$ cat config.mk
export PLATFORM = sky130hd
export DESIGN_NAME = id_ex_pipeline_reg
export DESIGN_NICKNAME = d
export VERILOG_FILES = /design/src/rtl/pipeline_pkg.sv /design/src/rtl/sat_counter.sv /design/src/rtl/id_ex_pipeline_reg.sv
export SDC_FILE = /design/constraint.sdc
export NUM_CORES = 1
export LEC_CHECK = 0
export ABC_AREA = 1
export BUFFER_PORTS_ARGS = -buffer_cell sky130_fd_sc_hd__buf_2
export CELL_PAD_IN_SITES_DETAIL_PLACEMENT = 0
export CELL_PAD_IN_SITES_GLOBAL_PLACEMENT = 2
export CORE_MARGIN = 5
export CORE_UTILIZATION = 28
export DETAILED_ROUTE_END_ITERATION = 8
export PLACE_DENSITY_LB_ADDON = 0.1
export SLEW_MARGIN = 20
export SYNTH_ARGS = -nofsm -noshare
export SYNTH_HDL_FRONTEND = slang
export SYNTH_SLANG_ARGS = --single-unit
$ cat constraint.sdc
create_clock -name clk -period 4.3 [get_ports clk]
set_clock_uncertainty 0.1 [all_clocks]
set_input_delay 0.215 -clock clk [delete_from_list [all_inputs] [get_ports clk]]
set_output_delay 0.215 -clock clk [all_outputs]
set_load 0.05 [all_outputs]
$ cat src/rtl/pipeline_pkg.sv
// Shared pipeline definitions: control-word layout, ALU op encodings and
// the architectural zero register index.
package pipeline_pkg;

    localparam int CTRL_W = 9;

    // Bit positions inside the packed control word
    // {reg_write, mem_read, mem_write, mem_to_reg, alu_src, alu_op[1:0], branch, jump}.
    localparam int CTRL_REG_WRITE = 8;
    localparam int CTRL_MEM_READ  = 7;
    localparam int CTRL_MEM_WRITE = 6;
    localparam int CTRL_MEM_TO_REG = 5;
    localparam int CTRL_ALU_SRC   = 4;
    localparam int CTRL_ALU_OP_HI = 3;
    localparam int CTRL_ALU_OP_LO = 2;
    localparam int CTRL_BRANCH    = 1;
    localparam int CTRL_JUMP      = 0;

    typedef enum logic [1:0] {
        ALU_OP_ADD   = 2'b00,
        ALU_OP_SUB   = 2'b01,
        ALU_OP_RTYPE = 2'b10,
        ALU_OP_ITYPE = 2'b11
    } alu_op_e;

    localparam logic [4:0] REG_ZERO = 5'd0;

endpackage

$ cat src/rtl/sat_counter.sv
// Up-counter that sticks at all-ones instead of wrapping.
module sat_counter #(
    parameter int W = 16
) (
    input  logic         clk,
    input  logic         rst_n,
    input  logic         inc,
    output logic [W-1:0] count
);

    logic [W-1:0] count_q;
    logic [W-1:0] count_d;

    always_comb begin
        count_d = count_q;
        if (inc && (count_q != {W{1'b1}})) begin
            count_d = count_q + 1'b1;
        end
    end

    // NOTE: sequential state is updated with <= so every flop samples
    // pre-edge values regardless of block ordering.
    always_ff @(posedge clk or negedge rst_n) begin
        if (!rst_n) begin
            count_q <= '0;
        end else begin
            count_q <= count_d;
        end
    end

    assign count = count_q;

endmodule

$ cat src/rtl/id_ex_pipeline_reg.sv
// ID/EX pipeline register: hold > flush (bubble) > load, plus saturating
// bubble/stall counters and the feedback taps for load-use detection.
module id_ex_pipeline_reg
    import pipeline_pkg::*;
#(
    parameter int XLEN  = 32,
    parameter int CNT_W = 16
) (
    input  logic              clk,
    input  logic              rst_n,
    input  logic              hold,
    input  logic              id_ex_flush,
    input  logic              branch_flush,
    input  logic              id_valid,
    input  logic [XLEN-1:0]   id_pc,
    input  logic [XLEN-1:0]   id_rs1_data,
    input  logic [XLEN-1:0]   id_rs2_data,
    input  logic [XLEN-1:0]   id_imm,
    input  logic [4:0]        id_rs1,
    input  logic [4:0]        id_rs2,
    input  logic [4:0]        id_rd,
    input  logic [2:0]        id_funct3,
    input  logic              id_funct7b5,
    input  logic [CTRL_W-1:0] id_ctrl,
    output logic              ex_valid,
    output logic [XLEN-1:0]   ex_pc,
    output logic [XLEN-1:0]   ex_rs1_data,
    output logic [XLEN-1:0]   ex_rs2_data,
    output logic [XLEN-1:0]   ex_imm,
    output logic [4:0]        ex_rs1,
    output logic [4:0]        ex_rs2,
    output logic [2:0]        ex_funct3,
    output logic              ex_funct7b5,
    output logic [CTRL_W-1:0] ex_ctrl,
    output logic              id_ex_mem_read,
    output logic [4:0]        id_ex_rd,
    output logic [CNT_W-1:0]  bubble_count,
    output logic [CNT_W-1:0]  stall_count
);

    typedef struct packed {
        logic              valid;
        logic [XLEN-1:0]   pc;
        logic [XLEN-1:0]   rs1_data;
        logic [XLEN-1:0]   rs2_data;
        logic [XLEN-1:0]   imm;
        logic [4:0]        rs1;
        logic [4:0]        rs2;
        logic [4:0]        rd;
        logic [2:0]        funct3;
        logic              funct7b5;
        logic [CTRL_W-1:0] ctrl;
    } stage_t;

    stage_t stage_q;
    stage_t stage_d;
    logic   flush;
    logic   bubble_inc;

    assign flush      = id_ex_flush | branch_flush;
    assign bubble_inc = ~hold & flush;

    // NOTE: stage_d takes its hold value first so no path through this block
    // leaves it unassigned, which would otherwise infer a latch.
    always_comb begin
        stage_d = stage_q;
        if (!hold) begin
            if (flush) begin
                stage_d = '0;
            end else begin
                stage_d.valid    = id_valid;
                stage_d.pc       = id_pc;
                stage_d.rs1_data = id_rs1_data;
                stage_d.rs2_data = id_rs2_data;
                stage_d.imm      = id_imm;
                stage_d.rs1      = id_rs1;
                stage_d.rs2      = id_rs2;
                stage_d.funct3   = id_funct3;
                stage_d.funct7b5 = id_funct7b5;
                // An invalid slot must never advertise a load or a destination.
                stage_d.ctrl     = id_valid ? id_ctrl : '0;
                stage_d.rd       = id_valid ? id_rd : REG_ZERO;
            end
        end
    end

    always_ff @(posedge clk or negedge rst_n) begin
        if (!rst_n) begin
            stage_q <= '0;
        end else begin
            stage_q <= stage_d;
        end
    end

    sat_counter #(.W(CNT_W)) u_bubble_cnt (
        .clk   (clk),
        .rst_n (rst_n),
        .inc   (bubble_inc),
        .count (bubble_count)
    );

    sat_counter #(.W(CNT_W)) u_stall_cnt (
        .clk   (clk),
        .rst_n (rst_n),
        .inc   (hold),
        .count (stall_count)
    );

    assign ex_valid    = stage_q.valid;
    assign ex_pc       = stage_q.pc;
    assign ex_rs1_data = stage_q.rs1_data;
    assign ex_rs2_data = stage_q.rs2_data;
    assign ex_imm      = stage_q.imm;
    assign ex_rs1      = stage_q.rs1;
    assign ex_rs2      = stage_q.rs2;
    assign ex_funct3   = stage_q.funct3;
    assign ex_funct7b5 = stage_q.funct7b5;
    assign ex_ctrl     = stage_q.ctrl;

    // Hazard-detector taps depend on registered state only, never on inputs.
    assign id_ex_mem_read = stage_q.ctrl[CTRL_MEM_READ] & stage_q.valid;
    assign id_ex_rd       = stage_q.rd;

endmodule

==> results of run 1 <==
==> repair_timing <==
item	in CTS	in global routing
hold buffers	157	0
hold endpoints to repair	252	0
endpoints found under the setup margin	0	0
==> area by class of cell <==
cell class | count | share of cell area
clock buffers | 18 | 0.0355
clock inverters | 13 | 0.0121
inverters | 38 | 0.0117
multi-input cells | 672 | 0.244
flip-flops and latches | 189 | 0.382
well taps | 384 | 0.0388
repair buffers | 516 | 0.276
==> per-layer routing <==
metal  up-vias  track usage  wire [µm]
met5         -            0          0
met4         0       0.0563        732
met3        32       0.0418       1540
met2       244        0.282      13600
met1      3711        0.234      13100
li1       3976            -          -
==> cells by family (layout without fill, tap and decap cells) <==
logic type / count (synthesis) / count (layout) / synth area share
buffers and inverters: 89 / 585 / 0.0505
adder cells (fa/ha/maj): 2 / 2 / 0.00307
XOR/XNOR: 11 / 11 / 0.0118
AND/OR/NAND/NOR: 634 / 634 / 0.338
AO/OA/AOI/OAI: 25 / 25 / 0.0163
flip-flops: 189 / 189 / 0.580
==> path summary, 6_finish.rpt <==
path                       slack (ns)             startpoint                      to  depth (start not counted)
max                              2.34                   hold               ex_rs2[3]                          5
min                              0.24            id_ex_flush  u_bubble_cnt.count[12]                          5
max reg2reg                      2.42  u_bubble_cnt.count[0]  u_bubble_cnt.count[13]                          8
min reg2reg                      0.37              ex_pc[16]               ex_pc[16]                          2
max in group asynchronous        2.79                  rst_n               ex_pc[10]                          3
min in group asynchronous        0.36                  rst_n               ex_pc[24]                          2
==> per-stage QoR <==
stage	instances	utilization	hold WS (ns)
2_1_floorplan	950	-	-0.181
4_1_cts	1830	0.431	0.223
3_5_place_dp	1642	0.356	0.283
5_1_grt	1830	0.431	0.275
3_3_place_gp	1642	0.356	0.290
6_report	1830	0.431	0.243
==> cell usage after synthesis, drive strengths merged <==
cell | number | area share
nand2 | 423 | 0.20
nor2 | 36 | 0.025
xor2 | 3 | 0.0032
inv | 38 | 0.018
dfrtp | 189 | 0.58
o21ai | 25 | 0.016
clkbuf | 22 | 0.010
nand3 | 157 | 0.097
buf | 29 | 0.023
nand3b | 5 | 0.0046
ha | 2 | 0.0031
nand4 | 9 | 0.011
nor3 | 4 | 0.0025
xnor2 | 8 | 0.0086
==> flip-flops by register name, summed over array words and instances, names as in the netlist <==
| register | flops |
|---|---|
| ex_funct7b5 | 1 |
| ex_rs2 | 5 |
| ex_rs2_data | 32 |
| ex_pc | 32 |
| ex_ctrl | 9 |
| ex_valid | 1 |
| u_bubble_cnt.count | 16 |
| ex_rs1_data | 32 |
| ex_funct3 | 3 |
| id_ex_rd | 5 |
| u_stall_cnt.count | 16 |
| ex_imm | 32 |
| ex_rs1 | 5 |
==> worst max-delay path: cells and delay by family <==
kind                   cells  cell delay [ns]
buffers and inverters      3             1.62
and+or+nand+nor            2             0.27
==> power groups by stage <==
stage / Clock [mW] / Combinational (mW) / Sequential, mW
2_1_floorplan: 0 / 0.225 / 2.44
3_3_place_gp: 0 / 0.978 / 2.03
3_5_place_dp: 0 / 0.975 / 2.03
4_1_cts: 1.68 / 1.09 / 2.00
5_1_grt: 1.75 / 1.16 / 2.02
6_report: 1.61 / 1.08 / 2.00
==> cells in the final DEF (no fill, tap or decap), drive strengths merged <==
| cell type | n |
|---|---|
| nand3b | 5 |
| clkinv | 6 |
| o21ai | 25 |
| clkbuf | 19 |
| nand3 | 157 |
| nor3 | 4 |
| inv | 44 |
| xnor2 | 8 |
| bufinv | 1 |
| nand2 | 423 |
| ha | 2 |
| dlygate4sd3 | 157 |
| dfrtp | 189 |
| nor2 | 36 |
| buf | 358 |
| nand4 | 9 |
| xor2 | 3 |
==> flow_summary.toml, run 1 <==
[die]
initial_utilization = 0.284
core_um2 = 28700
boundaryPins = 352
die_w_um = 181
row_count = 62
die_h_um = 181
dieArea_um2 = 32600

[cells_and_area]
num-nets-final = 1598
stdcell_area_um2 = 12400
syn_to_final_growth_pct = 51.8
drive_above_1_share = 0.286
register_area_um2 = 4730
fillers = 2984
multi_input_area_um2 = 3010
num_antenna_cells = 0

[pwr]
seqPwrFrac = 0.427
netSwitchingFraction = 0.347
net-switching-power_mw = 1.62
ir_worst_vdd_mv = 0.194
comb_power_share = 0.230
power.total_mw = 4.68
power_density_nw_per_um2 = 378
clock_power_share = 0.343
power.internal_mw = 3.05
p_leak_nw = 6.96

[global_routing]
overflow = 0
antenna_found_initial = 0
grt_usage = 0.175
grt_max_degree = 99
grt_pass1_vias = 8096
grt_pass1_wl_mm = 46.4

[setup_path]
cp-end-kind = "register"
crit_slowest_cell = "buf_4"
cpPeakStageDelay_ns = 0.66
cp_cell_sequence = "buf_4 > inv_4 > buf_4 > nand3_1 > nand2_1"
worstPathRequired_ns = 4.52
worstPathMaxFanout = 80
worstSetupPathType = "in2reg"
startpoint_type = "input port"
arrival_ns = 2.18
cp_common_cell = "buf_4"

[yosys]
avgSynthCellArea_um2 = 8.58
synth_nets = 1114
ys_seq_area_frac = 0.580
synthesis.area_um2 = 8150
syn_inst = 950
ys_types = 27
yosys_warnings = 0
synth-seq-cells = 189

[place]
place_area_um2 = 10200
io_buffers = 351
dp_slack_ns = 1.78
gp_congestion = 0.743
dp_hpwl_mm = 19.7

[clock_tree]
clkTransAtPathRegs_ns = 0.08
numClockSinks = 189
cts_buffer_depth = 2
cts_made_buffers = 17
post_cts_resized = 0
htree_levels = 4
post_cts_buffers = 0
cts_tree = "done"
ctsRootBufferMaster = "clkbuf_16"
clk_latency_ns = 0.43

[job]
max_cap_viol_count = 0

[route]
drc = 0
wire_per_inst_um = 15.8
drt_first_pass_iters = 5
routed_via_density = 4.35
num_vias = 7963
wl_mm = 29.0
ant_nets = 0
drt_iter0_drc = 451

[worst_hold_path]
hold_path_class = "in2reg"

[timing]
fin_ws_ns = 2.34
tightest_slew_ns = 0.961
finalCriticalPeriod_ns = 1.96
fmax_mhz = 509
slew_violations = 0
rsz0062_at_grt = "false"
fin_crit_sh = 0.457
setup_violations = 0
tns_ns = 0
relSlewSlack = 0.359
finalHoldViolCount = 0

[outcome]
status = "completed"
No activity file was read; power rests on OpenSTA's default activity.
==> inputs of run 2 (changes only) <==
ABC_AREA = 0   (was 1)
clock period = 1.9 ns   (was 4.3 ns; I/O delays follow)
==> flow_summary.toml, run 2 <==
[cells_and_area]
mostFrequentLayoutCell = "buf_2"
drive_above_1_share = 0.426
fin_cells = 1347
final_cell_mix = "buf_2 (349), dfrtp_1 (163), dlygate4sd3_1 (161)"
syn_to_final_growth_pct = 63.8
stdcell_area_um2 = 11500
num-nets-final = 1173
finish.utilization = 0.468

[global_routing]
grt_max_degree = 84
grt_usage = 0.168
antenna_found_initial = 1
overflow = 0
grt_pass1_vias = 6859
grt_pass1_wl_mm = 37.8

[place]
dp_slack_ns = 0.0459
io_buffers = 351
dp_cells = 1152
place_area_um2 = 9260
dp_hpwl_mm = 17.3
gp_congestion = 0.770

[outcome]
status = "completed"

[clock_tree]
cts_tree = "done"
clk_latency_ns = 0.42
cts_buffer_depth = 2
clkTransAtPathRegs_ns = 0.07
htree_levels = 4
ctsRootBufferMaster = "clkbuf_16"
numClockSinks = 189
cts_made_buffers = 17

[yosys]
synthesis.area_um2 = 6990
ys_seq_area_frac = 0.676
synth_top_area_frac = 0.676
ys_types = 35
yosys_warnings = 0
synth_ff_type = "dfrtp_1"
synth_nets = 658
yosysTopAreaCell = "dfrtp_1"
ys_async_sr_fraction = 1.00
synth-seq-cells = 189
synthTopCellsByArea = "dfrtp_1 (68%), a22o_1 (20%), xnor2_1 (1.5%)"
yosysMostFrequentCell = "dfrtp_1"
avgSynthCellArea_um2 = 14.2
synth_edf_count = 0
syn_inst = 494
synthTopCellsByCount = "dfrtp_1 (189), a22o_1 (156), clkbuf_1 (27), nand2_1 (17), nand3_1 (13)"

[die]
die_w_um = 168
boundaryPins = 352
initial_utilization = 0.286
dieArea_um2 = 28200
core_um2 = 24500
row_count = 57
die_h_um = 168

[route]
drc = 0
num_vias = 6176
routed_via_density = 4.59
wire_per_inst_um = 17.9
ant_nets = 0
drt_iter0_drc = 252
drt_first_pass_iters = 4
wl_mm = 24.2

[pwr]
power.total_mw = 10.9
p_leak_nw = 6.03
ir_worst_vdd_mv = 0.760
power_density_nw_per_um2 = 948

[timing]
tns_ns = 0
finalCriticalPeriod_ns = 1.84
fin_ws_ns = 0.0558
tightest_slew_ns = 0.918
fmax_mhz = 542
rsz0062_at_grt = "false"
slew_violations = 0
finalHoldViolCount = 0
relSlewSlack = 0.388
setup_violations = 0
fin_crit_sh = 0.971
fin_hold_ws_ns = 0.0771

[setup_path]
startpoint_type = "register"
reg2reg_slack_ns = 0.06
worstPathRequired_ns = 2.11
worstSetupPathType = "reg2reg"
cp-end-kind = "register"
arrival_ns = 2.06
worstPathMaxFanout = 7

[worst_hold_path]
hold_path_class = "in2reg"

[job]
max_cap_viol_count = 0
[run 2: cell count changes after synthesis, sizes merged, moves of 9 or more]
cell	before	now
buf	29	10
xor2	3	12
o21ai	25	2
nor2	36	10
nand3	157	13
nand2	423	18
a22o	0	156
inv	38	1
[run 2: critical path, cell delays in order, from the launching register on]
cell and delay, ns:
dfrtp_2 0.39, and4_4 0.26, nand2_4 0.06, o41a_1 0.53, and4_1 0.26, xor2_1 0.14
[run 2: area by class of cell]
cell class / count / area [µm²]
inverters: 1 / 3.75
multi-input cells: 267 / 2120
diodes: 1 / 2.50
flip-flops and latches: 189 / 4760
clock buffers: 20 / 447
well taps: 324 / 405
fillers: 2245 / 13000
clock inverters: 12 / 128
repair buffers: 533 / 3590
[run 2: worst paths after layout]
path,from,endpoint,cells past startpoint
setup / recovery,u_bubble_cnt.count[6],u_bubble_cnt.count[4],5
hold / removal,hold,u_bubble_cnt.count[14],4
setup reg to reg,u_bubble_cnt.count[6],u_bubble_cnt.count[4],5
hold reg to reg,u_bubble_cnt.count[6],u_bubble_cnt.count[6],1
max in group asynchronous,rst_n,ex_ctrl[2],3
min in group asynchronous,rst_n,u_stall_cnt.count[15],2
[run 2: cell families after synthesis]
group / after synthesis / synth area share
DFF: 189 / 0.676
AOI/OAI and AO/OA: 164 / 0.204
and+or+nand+nor: 72 / 0.0555
buffers and inverters: 38 / 0.0231
xor gates and xnor gates: 24 / 0.0301
muxes: 5 / 0.00805
adders and majority gates: 2 / 0.00358
[run 2: routing by layer]
layer  global-route usage  vias up  routed length, µm
met2                0.293      229              12400
li1                     -     2882                  -
met1                0.193     3030               9310
met4               0.0572        0                619
met3               0.0572       35               1840
met5                    0        -                  0
[run 2: timing repair]
item,4_1_cts,5_1_grt
buffers inserted,0,1
hold buffers,161,0
resized for setup,0,1
endpoints found under the hold margin,285,0
setup endpoints to repair,0,6
[run 2: where the power goes]
part	total [mW]	leakage [nW]	switching (mW)	internal (mW)
clock network	3.51	0.271	1.63	1.89
logic	2.74	3.26	1.82	0.918
registers	4.61	2.50	0.250	4.36
total	10.9	6.03	3.70	7.17
==> inputs of run 3 (changes only) <==
ABC_CLOCK_PERIOD_IN_PS = 1900   (was not set)
CELL_PAD_IN_SITES_DETAIL_PLACEMENT = not set   (was 0)
CELL_PAD_IN_SITES_GLOBAL_PLACEMENT = not set   (was 2)
CORE_AREA = 5 5 134 136   (was not set)
CORE_MARGIN = not set   (was 5)
CORE_UTILIZATION = not set   (was 28)
DIE_AREA = 0 0 139 141   (was not set)
PLACE_DENSITY = 0.75   (was not set)
PLACE_DENSITY_LB_ADDON = not set   (was 0.1)
==> flow_summary.toml, run 3 (same netlist as run 2, synthesis figures left out) <==
[cells_and_area]
mostFrequentLayoutCell = "buf_2"
drive_above_1_share = 0.434
final_cell_mix = "buf_2 (349), dfrtp_1 (163), dlygate4sd3_1 (160)"
finish.utilization = 0.680
fillers = 1171
num-nets-final = 1178
fin_cells = 1254
multi_input_area_um2 = 2140
syn_to_final_growth_pct = 63.5
register_area_um2 = 4760
stdcell_area_um2 = 11400

[route]
wl_met2_mm = 12.8
num_vias = 6430
routed_via_density = 5.13
met1_length_mm = 9.72
wl_mm = 25.1
drt_iter0_drc = 345
drt_first_pass_iters = 5
wire_per_inst_um = 20.0
ant_nets = 0
wl_met3_mm = 1.77
drc = 0
top_layer_used = "met5"

[timing]
finalCriticalPeriod_ns = 1.81
fmax_mhz = 551
slew_violations = 0
fin_hold_ws_ns = 0.0925
setup_violations = 0
fin_crit_sh = 0.954
finalHoldViolCount = 0
relSlewSlack = 0.463
tightest_slew_ns = 0.806

[pwr]
p_leak_nw = 6.09
power.total_mw = 11.0
net-switching-power_mw = 3.73
comb_power_share = 0.250
netSwitchingFraction = 0.340
power.internal_mw = 7.24
power_density_nw_per_um2 = 958
seqPwrFrac = 0.423
clock_power_share = 0.327
ir_worst_vdd_mv = 0.889

[global_routing]
overflow = 0
grt_max_degree = 88
grt_pass1_wl_mm = 39.1
grt_pass1_vias = 6949
antenna_found_initial = 5
grt_usage = 0.249

[outcome]
status = "completed"

[setup_path]
reg2regPathDepth = 5
worstPathMaxFanout = 7
worstPathRequired_ns = 2.10
cp-end-kind = "register"
r2r-start = "u_bubble_cnt.count[15]"
crit_slowest_cell = "o41a_1"
reg2reg_to = "u_bubble_cnt.count[6]"
reg2reg_slack_ns = 0.09
startpoint_type = "register"
arrival_ns = 2.01
cp-startpoint = "u_bubble_cnt.count[15]"
crit_path_end = "u_bubble_cnt.count[6]"
cp_cell_sequence = "nand3_2 > or2_4 > o41a_1 > nor3b_2 > xor2_1"
cpPeakStageDelay_ns = 0.52
worstSetupPathType = "reg2reg"

[die]
core_um2 = 16800
row_count = 48
boundaryPins = 352
die_h_um = 141
dieArea_um2 = 19600
die_w_um = 139
initial_utilization = 0.416

[place]
dp_cells = 1051
io_buffers = 351
dp_hpwl_mm = 14.9
gp_congestion = 0.840
place_area_um2 = 9150

[worst_hold_path]
hold_path_class = "in2reg"
min_from = "id_valid"

[job]
max_cap_viol_count = 0

[clock_tree]
cts_buffer_depth = 2
ctsRootBufferMaster = "clkbuf_16"
cts_tree = "done"
numClockSinks = 189
clkTransAtPathRegs_ns = 0.07
htree_levels = 4
cts_made_buffers = 17
clk_latency_ns = 0.42
run 3: changes by cell type in the layout (fill, tap and decap cells not counted), sizes merged:
| cell | previous run | this run |
|---|---|---|
| buf | 371 | 376 |
| bufinv | 1 | 2 |
| clkbuf | 21 | 19 |
| clkinv | 1 | 5 |
| clkinvlp | 4 | 1 |
| diode | 1 | 3 |
| dlygate4sd3 | 161 | 160 |
run 3: final cells by class:
class | count | area share
sequential | 189 | 0.416
inverter | 1 | 0.000328
timing repair buffer | 538 | 0.320
tap | 225 | 0.0246
clock buffer | 17 | 0.0372
antenna | 3 | 0.000656
multi-input combinational | 267 | 0.187
clock inverter | 14 | 0.0140
run 3: layer usage:
metal  GRT usage  up-vias
li1            -     2909
met1       0.313     3157
met2       0.414      301
met3      0.0716       59
met4      0.0906        4
met5           0        -
run 3: repair_timing:
| item | 4_1_cts | 5_1_grt |
|---|---|---|
| buffers inserted | 0 | 8 |
| endpoints found under the setup margin | 0 | 9 |
| endpoints found under the hold margin | 282 | 0 |
| gates resized for setup | 0 | 7 |
| hold buffers | 160 | 0 |
run 3: metrics by stage:
| step | setup TNS [ns] | worst slack [ns] |
|---|---|---|
| floorplan | -0.284 | -0.124 |
| detailed placement | 0 | 0.0562 |
| CTS | 0 | 0.0247 |
| finish | 0 | 0.0867 |
| global route | -0.0239 | -0.0239 |
| global placement | 0 | 0.0798 |
run 3: worst min path at each step:
stage / depth (start not counted) / to / slack (ns)
global placement: 1 / u_stall_cnt.count[14] / 0.04
detailed placement: 1 / ex_pc[18] / 0.04
finish: 4 / ex_valid / 0.09
CTS: 4 / ex_valid / 0.07
global route: 4 / ex_valid / 0.1
floorplan: 0 / ex_ctrl[0] / -0.30
run 3: power by group through the flow:
stage	Sequential, mW	Clock, mW	Combinational [mW]
final	4.64	3.58	2.74
after global routing	4.69	3.82	2.88
after CTS	4.63	3.64	2.70
after detailed placement	4.69	0	2.43
after global placement	4.67	0	2.41
after floorplan	5.81	0	0.470
run 3: worst max-delay path: cells and delay by family, from the launching register on:
family	cells	cell delay, ns
AO/OA/AOI/OAI	1	0.52
flip-flops	1	0.38
XOR/XNOR	1	0.14
AND/OR/NAND/NOR	3	0.56
